==> config.mk <==
export PLATFORM = sky130hd
export DESIGN_NAME = ps2_pad_poller
export DESIGN_NICKNAME = d
export VERILOG_FILES = /design/src/rtl/ps2_pad_poller.sv
export SDC_FILE = /design/constraint.sdc
export NUM_CORES = 1
export LEC_CHECK = 0
export CAP_MARGIN = 10
export CORE_AREA = 2 2 132 134
export CTS_CLUSTER_DIAMETER = 60
export CTS_CLUSTER_SIZE = 16
export DETAILED_ROUTE_END_ITERATION = 7
export DIE_AREA = 0 0 134 136
export PLACE_DENSITY = 0.59
export SETUP_SLACK_MARGIN = 0.1
export SYNTH_ARGS = -nofsm -noshare
export SYNTH_HDL_FRONTEND = slang
export SYNTH_SLANG_ARGS = --single-unit
==> constraint.sdc <==
create_clock -name clk -period 5.8 [get_ports clk]
set_clock_uncertainty 0.05 [all_clocks]
set_input_delay 1.16 -clock clk [delete_from_list [all_inputs] [get_ports clk]]
set_output_delay 1.16 -clock clk [all_outputs]
set_load 0.02 [all_outputs]
==> src/rtl/ps2_pad_poller.sv <==
// ps2_pad_poller: periodically polls a PS2 pad over its 4-wire serial link and publishes the framed report
// Ports:
//   clk, rst_n          system clock, synchronous active-low reset
//   en                  polling enable; a frame already in flight always completes
//   spi_miso            pad DATA line
//   sclk, smosi, scs    pad CLOCK (idles high), COMMAND, ATTENTION (active low)
//   buttons             16 buttons, 1 = pressed
//   rx, ry, lx, ly      stick axes; 8'h80 unless a 9-byte frame from an analog (7x) pad
//   pad_id              id byte of the last good frame
//   analog_mode         id of the last good frame was 7x
//   frame_valid/err     one-clk strobes for each good / bad frame
module ps2_pad_poller #(
  parameter int CLK_DIV     = 150,
  parameter int GAP_HALVES  = 4,
  parameter int POLL_CYCLES = 500000,
  parameter int NUM_BYTES   = 9
) (
  input  logic        clk,
  input  logic        rst_n,
  input  logic        en,
  input  logic        spi_miso,
  output logic        sclk,
  output logic        smosi,
  output logic        scs,
  output logic [15:0] buttons,
  output logic [7:0]  rx,
  output logic [7:0]  ry,
  output logic [7:0]  lx,
  output logic [7:0]  ly,
  output logic [7:0]  pad_id,
  output logic        analog_mode,
  output logic        frame_valid,
  output logic        frame_err
);
  localparam int DW = $clog2(CLK_DIV);
  localparam int PW = $clog2(POLL_CYCLES);
  typedef enum logic [2:0] {IDLE, SETUP, SHIFT, GAP, HOLD, COMMIT} state_e;
  state_e state_q, state_d;
  logic [DW-1:0] div_q, div_d;
  logic [PW-1:0] poll_q, poll_d;
  logic pend_q, pend_d;
  logic [3:0] half_q, half_d, byte_q, byte_d;
  logic [7:0] rxs_q, rxs_d;
  logic [8:1][7:0] sh_q;
  logic sclk_q, smosi_q, scs_q;
  logic [15:0] buttons_q;
  logic [7:0] rx_q, ry_q, lx_q, ly_q, pad_id_q;
  logic analog_q, valid_q, err_q;
  logic tick, wrap, start, ok, analog_id, axes_ok;
  logic [7:0] tx_byte;
  assign tick      = div_q == DW'(CLK_DIV - 1);
  assign wrap      = poll_q == PW'(POLL_CYCLES - 1);
  // a wrap seen while busy is remembered in pend_q and honoured on the first IDLE cycle
  assign start     = state_q == IDLE && en && (wrap || pend_q);
  assign ok        = sh_q[2] == 8'h5A;
  assign analog_id = sh_q[1][7:4] == 4'h7;
  assign axes_ok   = NUM_BYTES == 9 && analog_id;
  // pad pins are registered from next-state so they never glitch
  assign tx_byte   = byte_d == 4'd0 ? 8'h01 : byte_d == 4'd1 ? 8'h42 : 8'h00;
  always_comb begin
    state_d = state_q;
    half_d  = half_q;
    byte_d  = byte_q;
    rxs_d   = rxs_q;
    poll_d  = wrap ? '0 : poll_q + 1'b1;
    pend_d  = en && (pend_q || wrap) && !start;
    div_d   = (state_q == IDLE || tick) ? '0 : div_q + 1'b1;
    case (state_q)
      IDLE:   if (start) state_d = SETUP;
      SETUP:  if (tick) begin
        state_d = SHIFT;
        half_d  = '0;
        byte_d  = '0;
      end
      SHIFT:  if (tick) begin
        half_d = half_q + 1'b1;
        // even halves are SCK low; the tick ending one is the SCK rising edge
        if (!half_q[0]) rxs_d = {spi_miso, rxs_q[7:1]};
        if (half_q == 4'd15) state_d = byte_q == 4'(NUM_BYTES - 1) ? HOLD : GAP;
      end
      GAP:    if (tick) begin
        half_d = half_q + 1'b1;
        if (half_q == 4'(GAP_HALVES - 1)) begin
          state_d = SHIFT;
          half_d  = '0;
          byte_d  = byte_q + 1'b1;
        end
      end
      HOLD:   if (tick) state_d = COMMIT;
      COMMIT: state_d = IDLE;
      default: state_d = IDLE;
    endcase
  end
  always_ff @(posedge clk) begin
    if (!rst_n) begin
      state_q   <= IDLE;
      div_q     <= '0;
      poll_q    <= '0;
      pend_q    <= 1'b0;
      half_q    <= '0;
      byte_q    <= '0;
      rxs_q     <= '0;
      sclk_q    <= 1'b1;
      smosi_q   <= 1'b1;
      scs_q     <= 1'b1;
      buttons_q <= '0;
      rx_q      <= 8'h80;
      ry_q      <= 8'h80;
      lx_q      <= 8'h80;
      ly_q      <= 8'h80;
      pad_id_q  <= 8'hFF;
      analog_q  <= 1'b0;
      valid_q   <= 1'b0;
      err_q     <= 1'b0;
    end else begin
      state_q <= state_d;
      div_q   <= div_d;
      poll_q  <= poll_d;
      pend_q  <= pend_d;
      half_q  <= half_d;
      byte_q  <= byte_d;
      rxs_q   <= rxs_d;
      sclk_q  <= state_d != SHIFT || half_d[0];
      smosi_q <= state_d != SHIFT || tx_byte[half_d[3:1]];
      scs_q   <= state_d == IDLE || state_d == COMMIT;
      valid_q <= state_q == COMMIT && ok;
      err_q   <= state_q == COMMIT && !ok;
      if (state_q == COMMIT && ok) begin
        buttons_q <= ~{sh_q[4], sh_q[3]};
        pad_id_q  <= sh_q[1];
        analog_q  <= analog_id;
        rx_q      <= axes_ok ? sh_q[5] : 8'h80;
        ry_q      <= axes_ok ? sh_q[6] : 8'h80;
        lx_q      <= axes_ok ? sh_q[7] : 8'h80;
        ly_q      <= axes_ok ? sh_q[8] : 8'h80;
      end
    end
  end
  // received bytes 1..N-1 are latched at the end of their 16th half-period
  always_ff @(posedge clk) begin
    if (state_q == SHIFT && tick && half_q == 4'd15 && byte_q != 4'd0) sh_q[byte_q] <= rxs_q;
  end
  assign sclk        = sclk_q;
  assign smosi       = smosi_q;
  assign scs         = scs_q;
  assign buttons     = buttons_q;
  assign rx          = rx_q;
  assign ry          = ry_q;
  assign lx          = lx_q;
  assign ly          = ly_q;
  assign pad_id      = pad_id_q;
  assign analog_mode = analog_q;
  assign frame_valid = valid_q;
  assign frame_err   = err_q;
endmodule

After elaboration in Yosys (flattened, before gate mapping):

Index checks and enable logic that the tools add are counted.

* flip-flop bits (word level): 173
* input bits: 4
* output and inout bits: 62
* logic and storage cells: 105

* add/sub/neg operators: 4
* magnitude comparators: 3
* eq/ne operators: 15
* muxes and demuxes: 29
* bitwise operators: 3
* reduce and logical (&&, ||, !) cells: 24

Operator list (number)
* $bwmux 64: 1
* $mux 8: 5
* $demux 8 s4: 1
* $mux 4: 7
* $mux 3: 8
* $add 19x1->19 const B: 1
* $eq 19x19->1 const B: 1
* $not 16->16: 1
* $pmux 3 s5: 1
* $mux 7: 2
* $pmux 4 s3: 1
* $logic_and 1x1->1: 10
* $eq 3x3->1 const B: 3
* $add 4x1->4 const B: 2
* $add 8x1->8 const B: 1
* $eq 4x4->1 const B: 2
* $eq 8x7->1 const B: 1
* $eq 8x8->1 const B: 1
* $pmux 4 s2: 1
* $eq 3x2->1 const B: 2
* $logic_not 3->1: 2
* $logic_or 1x1->1: 5
* $lt 4x5->1 const B: 1
* $eq 4x1->1 const B: 1
* 14 further kinds: 17

Logic depth before layout (Yosys ltp):

Gate-level depths: netlist (run 1).

* depth in word-level cells: 10
* depth in mapped cells: 10
* mapped depth without buffers: 10

Least setup slack after synthesis (run 1):

No wires, ideal clock.

* path type: reg2reg
* start: reg div_q[0]
* end: reg sh_q[24] in the netlist's numbering, enable pin
* setup time: 332 ps
* arrival time: 1895 ps
* required time: 5418 ps
* slack: 3523 ps
* cell stages (with the launch flop): 9
* buffers on the path: 0
* clock period less this slack: 2277 ps
* path through: dfxtp_1 ha_1 nand3b_2 nor2_2 inv_2 nor2_1 nand3_1 nor3b_1 and2_1

* cells in the longest elaborated chain, start to end: 4

Ends and longest elaborated chain
* from (decl): line 39 `logic [DW-1:0] div_q, div_d;`
* from (signal assigned): line 117 `div_q <= div_d;`
* $eq 8x8->1: line 51 `assign tick = div_q == DW'(CLK_DIV - 1);`
* $logic_and 1x1->1 (3 in series): line 141 `if (state_q == SHIFT && tick && half_q == 4'd15 && byte_q != 4'd0) sh_q[byte_q] <= rxs_q;`
* to (signal, indexed assignment): line 141
* to (decl): line 44 `logic [8:1][7:0] sh_q;`

Every way passes these cells.
A chain may end at the register's enable or synchronous reset.

Worst setup path after layout (run 1):

* start: reg state_q[1]
* end: reg ry_q[6], in the netlist ry[6]

* cells in the longest elaborated chain, start to end: 2

Ends and longest elaborated chain
* from (decl): line 38 `state_e state_q, state_d;`
* from (signal assigned): line 116 `state_q <= state_d;`
* $eq 3x3->1: line 128 `if (state_q == COMMIT && ok) begin`
* $logic_and 1x1->1: line 128
* to (signal assigned): line 133 `ry_q <= axes_ok ? sh_q[6] : 8'h80;`
* to (decl): line 47 `logic [7:0] rx_q, ry_q, lx_q, ly_q, pad_id_q;`

Every way passes these cells.

==> flow_summary_export.csv, run 1 <==
group,metric,value,unit
layout,drive_gt1_share,8.32,%
placement,port_buffers,65,
floorplan,die_area,18200,µm²
synthesis,synthesis.area,6630,µm²
floorplan,core_area,16900,µm²
sta,tns,0,ns
routing,avgViaCountPerCell,5.07,
layout,syn_to_final_growth,20.7,%
cts,path_clk_slew,0.06,ns
global_routing,grt_use_total,15.2,%
cts,clock_latency,0.43,ns
sta,max_slew.worst_pin.slew,1.02,ns
global_routing,first_global_vias,4296,
worst_setup_path,cpMostUsedCell,"nor2b_1",
cts,cts.sinks,173,
routing,drt-pass1-iter-count,5,
hold_path,hold_path_class,"flop to flop",
layout,layout_commonest_cell,"dfxtp_1",
synthesis,synth-warning-count,0,
outcome,outcome,"finished, final reports clean",
synthesis,postSynthAreaPerCell,11.8,µm²
power,fin_total_pwr,2.34,mW
synthesis,synthDistinctLibCells,63,
floorplan,die_x,134,µm
sta,maxClockFrequency,338,MHz
placement,placed_cell_area,7440,µm²
routing,wl_per_cell,15.4,µm
worst_setup_path,crit_fanout,47,
global_routing,grt_pass1_wl,21500,µm
layout,postLayoutCellArea,8000,µm²
global_routing,grt_max_degree,86,
synthesis,yosysSeqAreaShare,61.9,%
routing,totalWireLength,13300,µm
cts,cts_inserted_buffers,17,
power,leakage,2.86,nW
worst_setup_path,slowest_stage,"and4_1",
power,power.density,293,nW/µm²
sta,relSlewSlack,31.8,%
floorplan,rows,48,
worst_setup_path,worst_setup_path_start_kind,"flop",
cts,cts_resized,0,
sta,period_needed,2.96,ns
worst_setup_path,path_class,"flop to flop",
global_routing,antenna_found_initial,0,
synthesis,synth_cells,564,
cts,cts_buffer_depth,2,
synthesis,postSynth.asyncResetShare,0,%
cts,cts-root-buf,"clkbuf_16",
worst_setup_path,arrival,3.27,ns
routing,ant_nets,0,
layout,n_antenna_cell,0,
global_routing,grt.overflow.total,0,
placement,post-dp-hpwl,8510,µm
layout,fin_nets,639,
cts,post_cts_buffers,0,
routing,vias,4373,
cts,cts_tree,"built",
sta,period_share,51.0,%
synthesis,synth.ff_latch_count,173,
synthesis,synth-edff-count,64,
sta,final_max_slew_viol_count,0,
placement,place.gp.congestion,0.894,
floorplan,die_y,136,µm
worst_setup_path,worst-path-buf-inv,1,
layout,layout_common_cells,"109 x dfxtp_1, 64 x clkdlybuf4s50_1, 64 x edfxtp_1, 54 x nand2_1, 42 x nor2b_1",
routing,drc,0,
worst_setup_path,end_kind,"flop",
worst_setup_path,cp_data_required_time,6.11,ns
cts,cts_hold_repair.buffers,0,
sta,hold_viol,0,
flow_run,maxCapViolCount,0,
floorplan,start_util,39.3,%
floorplan,io_pins,66,
worst_setup_path,slowest_delay,0.95,ns
sta,setup_violations,0,
worst_setup_path,crit_family,"simple AND/OR/NAND/NOR gates",
worst_setup_path,crit_chain,"nor2b_1, nand2_1, nor2_2, buf_4, and4_1, a22oi_1, nor2b_1",
synthesis,synth_nets,579,
routing,drt_iter0_markers,362,
cts,htreeDepth,4,
sta,rsz0062_at_grt,"no",
power,peakVddDrop,238,µV
synthesis,synth-main-ff-cell,"dfxtp_1",
## cells by family (layout without fill, tap and decap cells)
group,count (synthesis),count (layout),synth area share (%)
adders and majority gates,11,11,2.08
DFF,173,173,61.9
and+or+nand+nor,226,226,18.8
xor gates and xnor gates,21,21,2.78
muxes,9,9,1.36
AOI/OAI and AO/OA,87,87,10.4
buffers and inverters,37,110,2.66
## final timing paths
path              start   endpoint  slack (ns)  depth (start not counted)
min reg2reg     sh_q[0]  pad_id[0]        0.41                          2
min             sh_q[0]  pad_id[0]        0.41                          2
max          state_q[1]      ry[6]        2.84                          7
max reg2reg  state_q[1]      ry[6]        2.84                          7
## synthesized netlist by cell type, drive strengths merged, types with 10 or more instances
cell	n	share of area [%]
nor2b	42	4.0
dfxtp	109	33
clkbuf	18	1.2
o211a	16	2.4
nand2	54	3.1
xor2	14	1.9
nor2	34	2.0
edfxtp	64	29
a22oi	28	3.2
nand3	22	1.7
and2	18	1.7
ha	11	2.1
inv	10	0.57
## layout make-up
class | count | area, µm²
fillers | 1552 | 8870
inverters | 10 | 37.5
clock inverters | 10 | 75.1
flip-flops and latches | 173 | 4100
multi-input cells | 354 | 2350
clock buffers | 22 | 487
well taps | 225 | 282
repair buffers | 68 | 668
## through the flow
stage	std cells	utilization [%]	hold WS (ns)	setup WS, ns
finish	862	47.4	0.411	2.84
global route	862	47.4	0.441	2.53
CTS	862	47.4	0.419	2.87
detailed placement	830	44.1	0.404	2.89
global placement	830	44.1	0.390	2.89
floorplan	564	-	0.376	3.52
## sequential cells by signal, summed over array words and instances, names as in the netlist
name / cells
sh_q: 64
rx: 8
frame_valid: 1
pend_q: 1
scs: 1
state_q: 3
half_q: 4
buttons: 16
div_q: 8
frame_err: 1
pad_id: 8
smosi: 1
analog_mode: 1
byte_q: 4
lx: 8
poll_q: 19
sclk: 1
ly: 8
rxs_q: 8
ry: 8
## per-layer routing
metal	vias up	GRT usage [%]	routed length (µm)
met5	-	0	0
met4	0	6.03	150
met3	12	3.80	445
met2	82	24.0	6370
met1	2128	20.0	6340
li1	2151	-	-
## where the power goes
group | total, mW | switching (mW) | leakage (nW) | internal (mW)
clock | 1.07 | 0.467 | 0.278 | 0.604
combinational | 0.0185 | 0.0110 | 1.13 | 0.00757
sequential | 1.25 | 0.00159 | 1.45 | 1.25
## tightest hold or removal path, stage by stage, from the launching register on
cell and delay [ns]:
edfxtp_1 0.32, nand2_1 0.05, nand3_1 0.06
No activity file was read; power rests on OpenSTA's default activity.
==> run 2, diff against run 1 <==
Settings changed: PLACE_DENSITY 0.59 to 0.61.
Clock period 5.8 ns to 2.45 ns, I/O delays scaled along.
==> flow_summary_export.csv, run 2 (synthesis results as in run 1) <==
group,metric,value,unit
outcome,outcome,"finished, final reports clean",
sta,setup_violations,0,
cts,cts_buffer_depth,2,
floorplan,die_x,134,µm
placement,port_buffers,65,
layout,top_register,"sh_q",
routing,drt-met1-wl,6600,µm
sta,maxClockFrequency,449,MHz
worst_setup_path,ff2ff_setup_slack,0.22,ns
worst_setup_path,r2r-start,"half_q[1]",
layout,ff_latch_area,4110,µm²
global_routing,grt_use_total,15.5,%
worst_setup_path,rr_endpoint,"smosi",
power,leakage,2.96,nW
cts,path_clk_slew,0.06,ns
sta,holdWs,0.413,ns
routing,wl_per_cell,15.7,µm
global_routing,grt_pass1_wl,22000,µm
floorplan,die_y,136,µm
cts,post_cts_buffers,0,
layout,fin_nets,654,
cts,htreeDepth,4,
hold_path,min_path_cells,2,
worst_setup_path,crit_family,"compound AO/OA/AOI/OAI gates",
layout,stdcell_count,877,
worst_setup_path,crit_fanout,4,
placement,placed_cells,845,
routing,vias,4492,
cts,clock_latency,0.42,ns
placement,placed_cell_area,7570,µm²
global_routing,antenna_found_initial,0,
global_routing,first_global_vias,4347,
sta,period_share,90.9,%
sta,hold_viol,0,
layout,multi_input_area,2380,µm²
layout,drive_gt1_share,11.8,%
routing,drc,0,
worst_setup_path,worst_setup_path_start_kind,"flop",
sta,period_needed,2.23,ns
layout,layout_common_cells,"107 x dfxtp_1, 64 x clkdlybuf4s50_1, 64 x edfxtp_1, 54 x nand2_1, 42 x nor2b_1",
routing,drt_iter0_markers,332,
layout,postLayoutCellArea,8170,µm²
global_routing,grt_max_degree,34,
cts,cts.sinks,173,
routing,route.met2.wl,6620,µm
floorplan,io_pins,66,
power,power.density,689,nW/µm²
routing,totalWireLength,13800,µm
floorplan,rows,48,
worst_setup_path,crit_chain,"ha_1, or3b_4, a2111oi_4, o2bb2ai_1, a311oi_2, nand4b_1, o211ai_2",
routing,drt-pass1-iter-count,4,
worst_setup_path,path_class,"flop to flop",
layout,syn_to_final_growth,23.3,%
floorplan,start_util,39.3,%
sta,max_slew.worst_pin.slew,0.541,ns
worst_setup_path,cp_data_required_time,2.74,ns
routing,dr.max_layer_used,"met4",
layout,largest_reg_flops,64,
hold_path,hold_start,"sh_q[1]",
routing,wl_met3,445,µm
worst_setup_path,end_kind,"flop",
flow_run,maxCapViolCount,0,
floorplan,die_area,18200,µm²
hold_path,hold_path_class,"flop to flop",
sta,rsz0062_at_grt,"yes",
sta,final_max_slew_viol_count,0,
worst_setup_path,slowest_delay,0.42,ns
cts,cts_tree,"built",
placement,place.gp.congestion,0.826,
worst_setup_path,ff2ff_path_depth,7,
global_routing,grt.overflow.total,0,
worst_setup_path,slowest_stage,"or3b_4",
floorplan,core_area,16900,µm²
layout,layout_commonest_cell,"dfxtp_1",
cts,cts_inserted_buffers,17,
layout,fillers,1483,
sta,relSlewSlack,63.9,%
power,peakVddDrop,460,µV
routing,avgViaCountPerCell,5.12,
hold_path,hold_end,"pad_id[1]",
placement,post-dp-hpwl,9130,µm
layout,n_antenna_cell,0,
worst_setup_path,worst-path-buf-inv,0,
worst_setup_path,arrival,2.52,ns
routing,ant_nets,0,
cts,cts-root-buf,"clkbuf_16",
==> run 2: per-stage QoR <==
stage	TNS, ns	utilization [%]	power (mW)	worst slack, ns
final	0	48.4	5.63	0.224
after detailed placement	0	44.8	3.07	0.0269
after CTS	0	48.2	5.70	0.134
after floorplan	0	-	3.06	0.173
after global placement	-0.757	44.8	3.07	-0.0425
after global routing	0	48.4	5.81	0.0887
==> run 2: power by group <==
group          internal (mW)  leakage, nW  switching, mW
clock                   1.54        0.278           1.08
sequential              2.96         1.45        0.00349
combinational         0.0186         1.23         0.0262
==> run 2: layout make-up <==
type                       count  share of cell area [%]
inverter                      10                   0.459
multi-input combinational    354                    29.2
tap                          225                    3.45
sequential                   173                    50.3
timing repair buffer          83                    9.71
clock buffer                  24                    5.65
clock inverter                 8                    1.30
==> run 2: worst min-delay path: cells and delay by family, from the launching register on <==
kind	cells	cell delay (ns)
flops	1	0.32
simple gates	2	0.12
==> run 2: worst max path at each step <==
stage | startpoint | cells after the start | end
detailed placement | div_q[1] | 9 | sh_q[26]
floorplan | div_q[0] | 8 | sh_q[24]
global placement | div_q[1] | 9 | sh_q[31]
global route | div_q[1] | 9 | sh_q[27]
finish | half_q[1] | 7 | smosi
CTS | half_q[0] | 7 | smosi
==> run 2: what timing repair did <==
item                       4_1_cts  5_1_grt
pin swaps                        0        1
hold buffers                     0        0
gates resized for setup          1       13
setup endpoints to repair       32       57
==> run 2: per-layer routing <==
layer	global-route usage, %	up-vias
li1	-	2178
met1	21.0	2209
met2	24.6	94
met3	3.58	11
met4	5.26	0
met5	0	-
==> run 3, diff against run 2 <==
Settings changed: CTS_CLUSTER_DIAMETER 60 to unset, CTS_CLUSTER_SIZE 16 to 14, REMOVE_ABC_BUFFERS set to 1.
==> flow_summary_export.csv, run 3 (synthesis results as in run 1) <==
group,metric,value,unit
outcome,outcome,"finished, final reports clean",
power,fin_total_pwr,5.53,mW
routing,wl_per_cell,15.2,µm
layout,layout_commonest_cell,"dfxtp_1",
routing,vias,4471,
layout,layout_common_cells,"107 x dfxtp_1, 64 x clkdlybuf4s50_1, 64 x edfxtp_1, 54 x nand2_1, 42 x nor2b_1",
layout,utilization,48.4,%
sta,max_slew.worst_pin.slew,0.574,ns
worst_setup_path,ff2ff_setup_slack,0.24,ns
floorplan,die_area,18200,µm²
power,peakVddDrop,513,µV
worst_setup_path,slowest_stage,"or4bb_2",
routing,drt_iter0_markers,288,
hold_path,min_path_cells,2,
worst_setup_path,rr_endpoint,"smosi",
layout,largest_reg_flops,64,
routing,avgViaCountPerCell,5.08,
global_routing,grt_use_total,15.2,%
worst_setup_path,crit_chain,"ha_1, or4bb_2, nand2_1, a21boi_0, a311oi_2, nand4b_1, o211ai_2",
layout,syn_to_final_growth,23.1,%
cts,cts_buffer_depth,2,
floorplan,die_y,136,µm
placement,place.gp.congestion,0.811,
worst_setup_path,path_class,"flop to flop",
sta,rsz0062_at_grt,"yes",
worst_setup_path,crit_fanout,4,
cts,cts_tree,"built",
worst_setup_path,slowest_delay,0.64,ns
layout,top_register,"sh_q",
worst_setup_path,cp_num_cells,7,
placement,placed_cell_area,7590,µm²
routing,drc,0,
sta,period_needed,2.21,ns
hold_path,hold_path_class,"flop to flop",
sta,period_share,90.4,%
global_routing,grt.overflow.total,0,
power,leakage,2.97,nW
routing,totalWireLength,13400,µm
sta,relSlewSlack,61.7,%
sta,setup_violations,0,
cts,path_clk_slew,0.06,ns
power,power.density,677,nW/µm²
flow_run,maxCapViolCount,0,
global_routing,antenna_found_initial,0,
cts,cts-root-buf,"clkbuf_16",
placement,post-dp-hpwl,9210,µm
layout,fillers,1490,
routing,drt-pass1-iter-count,7,
floorplan,start_util,39.3,%
cts,cts_inserted_buffers,17,
sta,final_max_slew_viol_count,0,
floorplan,die_x,134,µm
cts,clock_latency,0.42,ns
cts,cts.sinks,173,
worst_setup_path,ff2ff_path_depth,7,
global_routing,first_global_vias,4310,
floorplan,core_area,16900,µm²
worst_setup_path,r2r-start,"byte_q[1]",
worst_setup_path,cp_data_required_time,2.74,ns
worst_setup_path,worst_setup_path_start_kind,"flop",
layout,postLayoutCellArea,8160,µm²
sta,maxClockFrequency,452,MHz
layout,fin_nets,657,
placement,port_buffers,65,
worst_setup_path,cp-endpoint,"smosi",
cts,post_cts_buffers,0,
floorplan,io_pins,66,
global_routing,grt_max_degree,49,
worst_setup_path,worst-path-buf-inv,0,
global_routing,grt_pass1_wl,21800,µm
routing,ant_nets,0,
sta,hold_viol,0,
layout,drive_gt1_share,12.4,%
worst_setup_path,end_kind,"flop",
floorplan,rows,48,
worst_setup_path,worstSetupStartpoint,"byte_q[1]",
worst_setup_path,arrival,2.51,ns
layout,n_antenna_cell,0,
cts,htreeDepth,4,
worst_setup_path,crit_family,"simple AND/OR/NAND/NOR gates",
-- run 3: cell types whose count changed in the layout (fill, tap and decap cells not counted), moves of 3 or more --
| cell | delta |
|---|---|
| buf_4 | +3 |
| clkinv_4 | +4 |
| clkbuf_1 | -5 |
| clkinv_2 | +3 |
-- run 3: final cells by class --
class,instances,area [µm²],share of cell area (%)
flip-flops and latches,173,4110,50.3
multi-input cells,354,2360,28.9
repair buffers,86,816,10.0
clock buffers,19,443,5.43
well taps,225,282,3.45
clock inverters,13,115,1.41
inverters,10,37.5,0.460
-- run 3: how the worst min path moves through the flow --
stage	startpoint	to	slack [ns]
5_1_grt	sh_q[39]	rx[7]	0.43
6_report	sh_q[3]	pad_id[3]	0.41
4_1_cts	sh_q[3]	pad_id[3]	0.42
3_3_place_gp	poll_q[0]	poll_q[0]	0.39
3_5_place_dp	sh_q[3]	pad_id[3]	0.40
2_1_floorplan	poll_q[0]	poll_q[0]	0.38
-- run 3: what timing repair did --
item / CTS / global route
gates resized for setup: 3 / 6
pin swaps: 0 / 2
setup endpoints to repair: 24 / 57
hold buffers: 0 / 0
-- run 3: where the power goes --
group	switching, mW	internal, mW	total (mW)	leakage [nW]
Combinational	0.0279	0.0232	0.0510	1.24
Clock	1.08	1.43	2.51	0.279
Sequential	0.00356	2.96	2.96	1.45
-- run 3: per-layer routing --
metal	track usage, %	wire, µm	vias up
met5	0	0	-
met4	6.68	209	0
met3	3.54	546	17
met2	24.3	6240	108
met1	19.8	6380	2158
li1	-	-	2188
-- run 3: per-stage QoR --
stage	cells	setup slack (ns)	setup TNS, ns	hold slack, ns
3_3_place_gp	848	0.0701	0	0.390
4_1_cts	880	0.116	0	0.416
2_1_floorplan	537	-1.03	-38.38	0.376
3_5_place_dp	848	0.0590	0	0.402
5_1_grt	880	0.0672	0	0.428
6_report	880	0.236	0	0.407
-- run 3: worst reg2reg max path, delay by kind of cell (launching register included) --
kind,cells,cell delay [ns]
adders and majority gates,1,0.22
DFF,1,0.38
AOI/OAI and AO/OA,3,0.61
and+or+nand+nor,3,0.90
